==> src/rtl/fir_xifu_pkg.sv <==
// FIR XIFU shared types: instruction fields, ID/EX bundle, XIF issue types.
package fir_xifu_pkg;

  localparam logic [6:0] INSTR_OPCODE = 7'b0001011;
  localparam logic [2:0] F3_XFIRLW    = 3'b000;
  localparam logic [2:0] F3_XFIRSW    = 3'b001;
  localparam logic [2:0] F3_XFIRDOTP  = 3'b010;
  localparam int         X_ID_W       = 4;

  typedef struct packed {
    logic [6:0] funct7;
    logic [4:0] rs2;
    logic [4:0] rs1;
    logic [2:0] funct3;
    logic [4:0] rd;
    logic [6:0] opcode;
  } instr_t;

  typedef struct packed {
    instr_t            instr;
    logic [31:0]       base;
    logic [31:0]       offset;
    logic [4:0]        shamt;
    logic [4:0]        rs1;
    logic [4:0]        rs2;
    logic [4:0]        rd;
    logic [X_ID_W-1:0] id;
  } id2ex_t;

  typedef struct packed {
    logic              issue;
    logic [X_ID_W-1:0] id;
  } id2ctrl_t;

  typedef struct packed {
    logic [31:0]       instr;
    logic [1:0][31:0]  rs;
    logic [X_ID_W-1:0] id;
  } x_issue_req_t;

  typedef struct packed {
    logic accept;
    logic writeback;
    logic dualwrite;
    logic dualread;
    logic loadstore;
    logic exc;
  } x_issue_resp_t;

  function automatic logic [31:0] imm_i(input instr_t i);
    return {{20{i.funct7[6]}}, i.funct7, i.rs2};
  endfunction

  // Store offset carries only S-imm[11:5]; the low bits become the shift.
  function automatic logic [31:0] off_s(input instr_t i);
    return {{25{i.funct7[6]}}, i.funct7};
  endfunction

  function automatic logic [4:0] shamt_s(input instr_t i);
    return i.rd;
  endfunction

endpackage

==> src/rtl/cv32e40x_if_xif.sv <==
// XIF issue channel between the CV32E40X core and the FIR coprocessor.
interface cv32e40x_if_xif;
  import fir_xifu_pkg::*;

  logic          issue_valid;
  logic          issue_ready;
  x_issue_req_t  issue_req;
  x_issue_resp_t issue_resp;

  modport coproc_issue (
    input  issue_valid,
    input  issue_req,
    output issue_ready,
    output issue_resp
  );

  modport cpu_issue (
    output issue_valid,
    output issue_req,
    input  issue_ready,
    input  issue_resp
  );

endinterface

==> src/rtl/fir_xifu_id_fifo.sv <==
// Issue queue storage: DEPTH-entry FIFO, head reads '0 when empty.
module fir_xifu_id_fifo #(
  parameter int  DEPTH = 2,
  parameter type T     = logic
) (
  input  logic clk_i,
  input  logic rst_ni,
  input  logic clear_i,
  input  logic push_i,
  input  T     data_i,
  input  logic pop_i,
  output T     data_o,
  output logic full_o,
  output logic empty_o
);

  localparam int PW = (DEPTH > 1) ? $clog2(DEPTH) : 1;
  localparam int CW = $clog2(DEPTH + 1);

  T              mem_q [DEPTH];
  logic [PW-1:0] head_q;
  logic [PW-1:0] tail_q;
  logic [CW-1:0] cnt_q;
  logic          do_push;
  logic          do_pop;

  function automatic logic [PW-1:0] wrap_inc(
    input logic [PW-1:0] p
  );
    return (p == PW'(DEPTH - 1)) ? '0 : p + PW'(1);
  endfunction

  // Full comes from the counter alone so a pop never frees a same-cycle push.
  assign full_o  = (cnt_q == CW'(DEPTH));
  assign empty_o = (cnt_q == '0);
  assign do_push = push_i && !full_o;
  assign do_pop  = pop_i && !empty_o;
  assign data_o  = empty_o ? '0 : mem_q[head_q];

  always_ff @(posedge clk_i or negedge rst_ni) begin
    if (!rst_ni) begin
      head_q <= '0;
      tail_q <= '0;
      cnt_q  <= '0;
    end else if (clear_i) begin
      head_q <= '0;
      tail_q <= '0;
      cnt_q  <= '0;
    end else begin
      if (do_push) tail_q <= wrap_inc(tail_q);
      if (do_pop)  head_q <= wrap_inc(head_q);
      unique case ({do_push, do_pop})
        2'b10:   cnt_q <= cnt_q + CW'(1);
        2'b01:   cnt_q <= cnt_q - CW'(1);
        default: ;
      endcase
    end
  end

  always_ff @(posedge clk_i) begin
    if (do_push && !clear_i) mem_q[tail_q] <= data_i;
  end

endmodule

==> src/rtl/fir_xifu_id_queue.sv <==
// FIR XIFU decode/issue stage with issue queue and optional scoreboard.
// Define FIR_XIFU_ID_HAZARD_EN to build the pending-write hazard stall.
module fir_xifu_id_queue
  import fir_xifu_pkg::*;
#(
  parameter int DEPTH = 2,
  parameter int NREGS = 32
) (
  input  logic                     clk_i,
  input  logic                     rst_ni,
  input  logic                     clear_i,
  cv32e40x_if_xif.coproc_issue     xif_issue_i,
  output id2ex_t                   id2ex_o,
  output logic                     ex_valid_o,
  input  logic                     ex_ready_i,
  input  logic                     wb_valid_i,
  input  logic [$clog2(NREGS)-1:0] wb_rd_i,
  output id2ctrl_t                 id2ctrl_o
);

  localparam int RW = $clog2(NREGS);

  instr_t        ins;
  id2ex_t        entry;
  x_issue_resp_t resp;
  logic          is_op;
  logic          wr_rd;
  logic          use_rd;
  logic          use_rs1;
  logic          use_rs2;
  logic          hazard;
  logic          full;
  logic          empty;
  logic          ready;
  logic          issued;
  logic          unused_rs;

  assign ins   = xif_issue_i.issue_req.instr;
  assign is_op = xif_issue_i.issue_valid &&
                 (ins.opcode == INSTR_OPCODE);

  always_comb begin
    resp         = '0;
    entry        = '0;
    wr_rd        = 1'b0;
    use_rd       = 1'b0;
    use_rs1      = 1'b0;
    use_rs2      = 1'b0;
    entry.instr  = ins;
    entry.base   = xif_issue_i.issue_req.rs[0];
    entry.rs1    = ins.rs1;
    entry.rs2    = ins.rs2;
    entry.rd     = ins.rd;
    entry.id     = xif_issue_i.issue_req.id;
    if (is_op) begin
      unique case (1'b1)
        (ins.funct3 == F3_XFIRLW): begin
          resp.accept    = 1'b1;
          resp.writeback = 1'b1;
          resp.loadstore = 1'b1;
          entry.offset   = imm_i(ins);
          wr_rd          = 1'b1;
          use_rd         = 1'b1;
        end
        (ins.funct3 == F3_XFIRSW): begin
          resp.accept    = 1'b1;
          resp.writeback = 1'b1;
          resp.loadstore = 1'b1;
          entry.offset   = off_s(ins);
          entry.shamt    = shamt_s(ins);
          use_rs2        = 1'b1;
        end
        (ins.funct3 == F3_XFIRDOTP): begin
          resp.accept = 1'b1;
          wr_rd       = 1'b1;
          use_rd      = 1'b1;
          use_rs1     = 1'b1;
          use_rs2     = 1'b1;
        end
        default: ;
      endcase
    end
  end

`ifdef FIR_XIFU_ID_HAZARD_EN
  logic [NREGS-1:0] pend_q;
  logic [NREGS-1:0] pend_d;
  logic [RW-1:0]    rs1_x;
  logic [RW-1:0]    rs2_x;
  logic [RW-1:0]    rd_x;

  assign rs1_x = RW'(ins.rs1);
  assign rs2_x = RW'(ins.rs2);
  assign rd_x  = RW'(ins.rd);

  // Reads catch RAW, the rd check catches WAW.
  assign hazard = (use_rs1 && pend_q[rs1_x]) ||
                  (use_rs2 && pend_q[rs2_x]) ||
                  (use_rd  && pend_q[rd_x]);

  always_comb begin
    pend_d = pend_q;
    if (wb_valid_i)      pend_d[wb_rd_i] = 1'b0;
    if (issued && wr_rd) pend_d[rd_x]    = 1'b1;
  end

  always_ff @(posedge clk_i or negedge rst_ni) begin
    if (!rst_ni) begin
      pend_q <= '0;
    end else if (clear_i) begin
      pend_q <= '0;
    end else begin
      pend_q <= pend_d;
    end
  end
`else
  logic unused_wb;
  logic unused_use;

  assign unused_wb  = ^{wb_valid_i, wb_rd_i};
  assign unused_use = ^{wr_rd, use_rd, use_rs1, use_rs2};
  assign hazard     = 1'b0;
`endif

  assign ready  = !full && !hazard;
  assign issued = xif_issue_i.issue_valid && ready && resp.accept;

  assign xif_issue_i.issue_ready = ready;
  assign xif_issue_i.issue_resp  = resp;

  assign id2ctrl_o = '{issue: issued, id: xif_issue_i.issue_req.id};

  assign unused_rs = ^xif_issue_i.issue_req.rs[1];

  fir_xifu_id_fifo #(
    .DEPTH (DEPTH),
    .T     (id2ex_t)
  ) u_fifo (
    .clk_i   (clk_i),
    .rst_ni  (rst_ni),
    .clear_i (clear_i),
    .push_i  (issued),
    .data_i  (entry),
    .pop_i   (ex_valid_o && ex_ready_i),
    .data_o  (id2ex_o),
    .full_o  (full),
    .empty_o (empty)
  );

  assign ex_valid_o = !empty;

endmodule

==> src/flat_wrapper.sv <==
// flat-port wrapper written by rule: the top's interface ports become plain ports
module fir_xifu_id_queue_flat import fir_xifu_pkg::*;
#(
  parameter int DEPTH = 2,
  parameter int NREGS = 32
)
  (clk_i, rst_ni, clear_i, id2ex_o, ex_valid_o, ex_ready_i, wb_valid_i, wb_rd_i, id2ctrl_o, xif_issue_i_issue_valid, xif_issue_i_issue_req, xif_issue_i_issue_ready, xif_issue_i_issue_resp);
  cv32e40x_if_xif xif_issue_i_i ();
  input  logic clk_i;
  input  logic rst_ni;
  input  logic clear_i;
  output id2ex_t id2ex_o;
  output logic ex_valid_o;
  input  logic ex_ready_i;
  input  logic wb_valid_i;
  input  logic [$clog2(NREGS)-1:0] wb_rd_i;
  output id2ctrl_t id2ctrl_o;
  input wire logic [$bits(xif_issue_i_i.issue_valid)-1:0] xif_issue_i_issue_valid;
  input wire logic [$bits(xif_issue_i_i.issue_req)-1:0] xif_issue_i_issue_req;
  output wire logic [$bits(xif_issue_i_i.issue_ready)-1:0] xif_issue_i_issue_ready;
  output wire logic [$bits(xif_issue_i_i.issue_resp)-1:0] xif_issue_i_issue_resp;
  assign xif_issue_i_i.issue_valid = xif_issue_i_issue_valid;
  assign xif_issue_i_i.issue_req = xif_issue_i_issue_req;
  assign xif_issue_i_issue_ready = xif_issue_i_i.issue_ready;
  assign xif_issue_i_issue_resp = xif_issue_i_i.issue_resp;
  fir_xifu_id_queue #(.DEPTH(DEPTH), .NREGS(NREGS)) u_core (.clk_i(clk_i), .rst_ni(rst_ni), .clear_i(clear_i), .xif_issue_i(xif_issue_i_i), .id2ex_o(id2ex_o), .ex_valid_o(ex_valid_o), .ex_ready_i(ex_ready_i), .wb_valid_i(wb_valid_i), .wb_rd_i(wb_rd_i), .id2ctrl_o(id2ctrl_o));
endmodule
==> config.mk <==
export PLATFORM = sky130hd
export DESIGN_NAME = fir_xifu_id_queue_flat
export DESIGN_NICKNAME = d
export VERILOG_FILES = /design/src/rtl/fir_xifu_pkg.sv /design/src/rtl/cv32e40x_if_xif.sv /design/src/rtl/fir_xifu_id_fifo.sv /design/src/rtl/fir_xifu_id_queue.sv /design/src/flat_wrapper.sv
export SDC_FILE = /design/constraint.sdc
export NUM_CORES = 1
export LEC_CHECK = 0
export BUFFER_PORTS_ARGS = -buffer_cell sky130_fd_sc_hd__buf_2
export CAP_MARGIN = 0
export CORE_MARGIN = 3
export CORE_UTILIZATION = 55
export CTS_BUF_LIST = sky130_fd_sc_hd__clkbuf_8
export DETAILED_ROUTE_END_ITERATION = 10
export GPL_TIMING_DRIVEN = 0
export PLACE_DENSITY = 0.9
export SLEW_MARGIN = 20
export SYNTH_ARGS = -nofsm -noshare
export SYNTH_HDL_FRONTEND = slang
export SYNTH_SLANG_ARGS = --single-unit
==> constraint.sdc <==
create_clock -name clk_i -period 19.5 [get_ports clk_i]
set_input_delay 0.975 -clock clk_i [delete_from_list [all_inputs] [get_ports clk_i]]
set_output_delay 0.975 -clock clk_i [all_outputs]
set_load 0.01 [all_outputs]
### Yosys cells after proc, flatten, opt, wreduce, memory -nomap -nowiden

Memory sizes are Yosys's and may differ from the RTL's.
Cells that the tools add are included.

| cells by class | value |
|---|---|
| reductions and logical operators | 17 |
| mux-type cells | 18 |
| equal/unequal tests | 6 |
| add/sub/neg operators | 4 |

Operator list:

| operator | number |
|---|---|
| 2-to-1 mux 120 bit | 1 |
| one-hot mux 32 bit (2 select lines) | 1 |
| 2-to-1 mux 37 bit | 1 |
| 2-to-1 mux 1 bit | 11 |
| equality test 7 x 4 -> 1 bit, second input constant | 1 |
| logical AND 1 bit | 7 |
| 2-to-1 mux 5 bit | 1 |
| equality test 2 bit, second input constant | 2 |
| 2-to-1 mux 2 bit | 2 |
| one-hot mux 2 bit (2 select lines) | 1 |
| nonzero test 2 bit | 2 |
| equality test 3 x 1 -> 1 bit, second input constant | 1 |
| equality test 3 x 2 -> 1 bit, second input constant | 1 |
| logical NOT 1 bit | 3 |
| logical NOT 3 bit | 1 |
| nonzero test 3 bit | 1 |
| OR reduction 3 bit | 1 |
| adder 1 bit, second input constant | 2 |
| adder 2 x 1 -> 2 bit, second input constant | 1 |
| equality test 2 x 1 -> 1 bit, second input constant | 1 |
| logical NOT 2 bit | 1 |
| OR reduction 2 bit | 1 |
| subtractor 2 x 1 -> 2 bit, second input constant | 1 |

| storage, ports and cells | value |
|---|---|
| output and inout bits | 133 |
| register bits | 4 |
| logic and storage cells | 49 |
| memories | 1 |
| bits in writable memories | 240 |
| input port bits | 111 |

Memories:

| memory | words | bits a word | rd ports | clocked after memory_dff | wr ports | RTL line | RTL |
|---|---|---|---|---|---|---|---|
| u_core.u_fifo.mem_q | 2 | 120 | 1 | 0 | 1 | fir_xifu_id_fifo.sv:20 | `T mem_q [DEPTH];` |

### Depth between registers and ports, before layout

| depth | value |
|---|---|
| word-level depth | 9 |
| gate-level depth with buffers | 7 |
| gate-level depth less buffers | 5 |

### Hierarchy

A second synthesis with hierarchy kept.

| unflattened totals | value |
|---|---|
| cell total of the unflattened synthesis | 594 |
| area, all modules | 9678.0 um^2 |

By module, submodules not included:

| module | area an instance (um^2) | sequential area each (um^2) | cells an instance | instances |
|---|---|---|---|---|
| fir_xifu_id_fifo | 9230.1 | 7307.0 | 532 | 1 |
| fir_xifu_id_queue | 447.9 | 0.0 | 62 | 1 |

### Worst setup path after synthesis

No wires, ideal clock.

| path | value |
|---|---|
| kind | input -> register |
| start | in xif_issue_i_issue_req[82] |
| end | mem u_core.u_fifo.mem_q[1][0] in the netlist's numbering (enable) |
| buffers on the path | 1 |
| cell stages on the path | 5 |
| path slack | 10.926 ns |
| data arrival time | 7.924 ns |
| path through | nor4_1 and4bb_1 buf_6 nand2_1 nor3b_1 |

| on the way | value |
|---|---|
| longest elaborated chain between the ends | 9 |
| elaborated cells between the ends (all ways) | 11 |
| those cells by class | 2 x eq/ne; 4 x mux; 5 x reduce/logical |

Ends and longest elaborated chain:

| element | RTL line | RTL |
|---|---|---|
| from (decl) | flat_wrapper.sv:19 | `input wire logic [$bits(xif_issue_i_i.issue_req)-1:0] xif_issue_i_issue_req;` |
| equality test 3 x 2 -> 1 bit (tied with other cells) | fir_xifu_id_queue.sv:73 | `(ins.funct3 == F3_XFIRDOTP): begin` |
| OR reduction 3 bit (no source line) (*) | -- |  |
| 2-to-1 mux 1 bit (*) | fir_xifu_id_queue.sv:56 | `unique case (1'b1)` |
| 2-to-1 mux 2 bit (*) | fir_xifu_id_queue.sv:55 | `if (is_op) begin` |
| net xif_issue_i_issue_resp[5] | flat_wrapper.sv:21 | `output wire logic [$bits(xif_issue_i_i.issue_resp)-1:0] xif_issue_i_issue_resp;` |
| logical AND 1 bit (*) | fir_xifu_id_queue.sv:126 | `assign issued = xif_issue_i.issue_valid && ready && resp.accept;` |
| logical AND 1 bit (*) | fir_xifu_id_fifo.sv:36 | `assign do_push = push_i && !full_o;` |
| logical AND 1 bit (*) | fir_xifu_id_fifo.sv:61 | `if (do_push && !clear_i) mem_q[tail_q] <= data_i;` |
| 2-to-1 mux 1 bit (*) | fir_xifu_id_fifo.sv:61 |  |
| 2-to-1 mux 1 bit (implied by the code) (*) | fir_xifu_id_fifo.sv:61 |  |
| to (decl) | fir_xifu_id_fifo.sv:20 |  |

The timed path passes the listed nets; every way through them passes the cells marked *.

==> summary.txt <==
Share of layout cells above drive strength 1: 42.99%
Initial Utilization: 56.70%
Cts repair resizes: 0
Dpl hpwl: 11320 µm
Clk sinks: 174
Chip width: 120.3 µm
Routability cong.: 0.7425
CTS Buf Count: 17
# Post-CTS Setup Buffers: 0
Core area: 0.01267 mm²
Pin count of the biggest net entering global routing: 22
Drt pass-1 iters: 4
Fin. max-slew vios: 0
Total number of vias: 4543
Yosys cell types: 31
Synth warnings: 0
Leakage: 3.730 nW
Area of the multi-input gates: 0.001544 mm²
Worst hold-check path type: primary input to asynchronous set/reset pin
Yosys top cell area share: 71.06%
RSZ-0062 raised after global routing: false
Top post-synthesis cells by area: edfxtp_1 71%, mux2i_1 13%, nor2_1 5.0%, buf_4 4.7%, dfrtp_1 1.4%
Clock group share of total power: 37.9%
Worst Setup SP: u_core.u_fifo.cnt_q[1]$_DFFE_PN0P_
Die Area: 0.01447 mm²
Initial antenna violation count: 1
Avg Cell Area, Syn: 15.22 µm²
Sequential share of power: 59.5%
Ant. Diodes: 0
Most frequent cells in the layout: 212 x buf_2, 170 x edfxtp_1, 94 x nor2_1
Layout net count: 826
Root Buffer: clkbuf_8
Port Buf Inserts: 202
First-pass GRT wire length: 24010 µm
Sequential element share of the synthesized area: 72.45%
Clock latency on the worst-skew pair: 450 ps
Final wirelength: 15620 µm
Clock skew: 8.011 ps
Slew headroom: 54.25%
Vias in the first global route: 4644
Cell Rows: 41
Worst Path Arrival: 2690 ps
Startpoint types: flip-flop
Routed Antenna Nets: 0
Synth Instances: 472
CTS tree: built
Final setup fails: 0
Ports: 244
Clock slew at reported path FFs: 80 ps
Post-layout minimum cycle time: 3662 ps
Sw Ratio: 20.49%
Maxcap violations: 0
Grt ovf: 0
Cell-internal power: 0.0005456 W
Setup_tns: 0 ps
Fin crit share: 18.78%
Sw Pwr: 0.0001406 W
Worst R2R Path Depth: 8
Die Ht: 120.3 µm
Fillers: 843
Worst Path Max Fanout: 10
Synth-to-Final Area Change: 25.58%
Peak supply drop: 0.00006826 V
Peak Freq: 0.2731 GHz
Utilization after layout: 71.21%
Yosys top cell by area: edfxtp_1
Pwr dens: 76.05 mW/mm²
CP endpoint kind: primary output
Reg area: 0.005205 mm²
Commonest non-fill, non-tap cell in the layout: buf_2
Yosys reg bits: 174
Worst slew pin tran: 685.6 ps
Final Hold Vio Count: 0
Worst r2r src: u_core.u_fifo.cnt_q[1]$_DFFE_PN0P_
Part of the power in combinational logic: 2.5%
Status: finished clean
Gr usage total: 21.80%
Routed WL per cell: 17.35 µm
Type of the worst setup path: flip-flop to primary output
Clock Path Buffers: 2
Remaining DRCs: 0
Initial DRC count: 331
Netlist Area Pre-Place: 0.007184 mm²
Hold buffer count at CTS: 0
Number of vias per cell: 5.048
H-tree depth: 4
WP data required: 18530 ps
==> logic make-up (layout without fill, tap and decap cells) <==
group,count (synthesis),count (layout),share of synthesized area (%)
AOI/OAI and AO/OA,10,10,0.9230
DFF,174,174,72.45
buffers and inverters,71,325,6.339
xor gates and xnor gates,1,1,0.1219
other,1,3,0.05220
muxes,91,91,12.68
and+or+nand+nor,124,124,7.437
==> stage by stage <==
stage | setup WS (ps) | total power, W | cells | cell area, µm² | hold slack (ps)
floorplan | 10930 | 0.0004219 | 474 | 7192 | 541.7
global placement | 7936 | 0.0004328 | 848 | 8418 | 556.8
detailed placement | 15760 | 0.0004342 | 868 | 8605 | 626.0
CTS | 15710 | 0.0006905 | 900 | 9020 | 276.4
global route | 15630 | 0.0007087 | 900 | 9022 | 279.8
finish | 15840 | 0.0006862 | 900 | 9022 | 314.2
==> layer usage <==
layer	wire (µm)	track usage (%)	part of all wire, %	up-vias
met5	18	0	0.12	-
met4	277	8.074	1.8	2
met3	1280	7.156	8.2	25
met2	8071	37.65	52	192
met1	5968	25.55	38	2177
li1	-	-	-	2147
==> state kept, by name, summed over array words and instances (netlist names) <==
register and count:
u_core.u_fifo.cnt_q 2, u_core.u_fifo.head_q 1, u_core.u_fifo.mem_q 170, u_core.u_fifo.tail_q 1
==> synthesized netlist by cell type (all sizes together) <==
cell type / instances
or3: 1
nor2b: 2
or3b: 1
nand2b: 6
and2: 2
a21boi: 1
inv: 4
conb: 1
a2111oi: 1
o21ai: 1
a31oi: 1
clkbuf: 5
a21oi: 5
xor2: 1
nand4b: 1
nor2: 95
nor3: 2
edfxtp: 170
mux2i: 91
and4bb: 1
nor4: 1
a22oi: 1
and3: 5
nand3: 1
buf: 62
nand2: 5
dfrtp: 4
nor3b: 1
==> power by group through the flow <==
stage | Sequential, W | Clock, W | Combinational (W)
detailed placement | 0.000417 | 0 | 0.0000173
CTS | 0.000408 | 0.000265 | 0.0000174
finish | 0.000408 | 0.000260 | 0.0000174
floorplan | 0.000417 | 0 | 0.00000477
global placement | 0.000417 | 0 | 0.0000159
global route | 0.000408 | 0.000281 | 0.0000189
==> worst max-delay path: stages (launching register included) <==
cell and delay, ps:
dfrtp_1 430, nor2_1 370, clkbuf_1 550, buf_1 440
nor2_1 140, buf_4 160, buf_2 140
==> path summary, 6_finish.rpt <==
check	to	slack, ps
setup / recovery	id2ex_o[111]	15840
setup reg to reg	u_core.u_fifo.mem_q[1][64]$_DFFE_PP_	16990
hold reg to reg	u_core.u_fifo.tail_q$_DFFE_PN0P_	650
min in group clk_i	u_core.u_fifo.tail_q$_DFFE_PN0P_	650
max in group asynchronous	u_core.u_fifo.cnt_q[0]$_DFFE_PN0P_	19070
hold / removal	u_core.u_fifo.tail_q$_DFFE_PN0P_	310
==> final cells by class <==
class | instances | share of cell area, %
Sequential cell | 174 | 57.69
Inverter | 4 | 0.1664
Clock inverter | 15 | 2.011
Timing Repair Buffer | 222 | 13.16
Tap cell | 172 | 2.385
Clock buffer | 17 | 2.593
Buffer | 67 | 4.881
Multi-Input combinational cell | 229 | 17.11
Note: power is estimated with default switching activity, not from simulation.
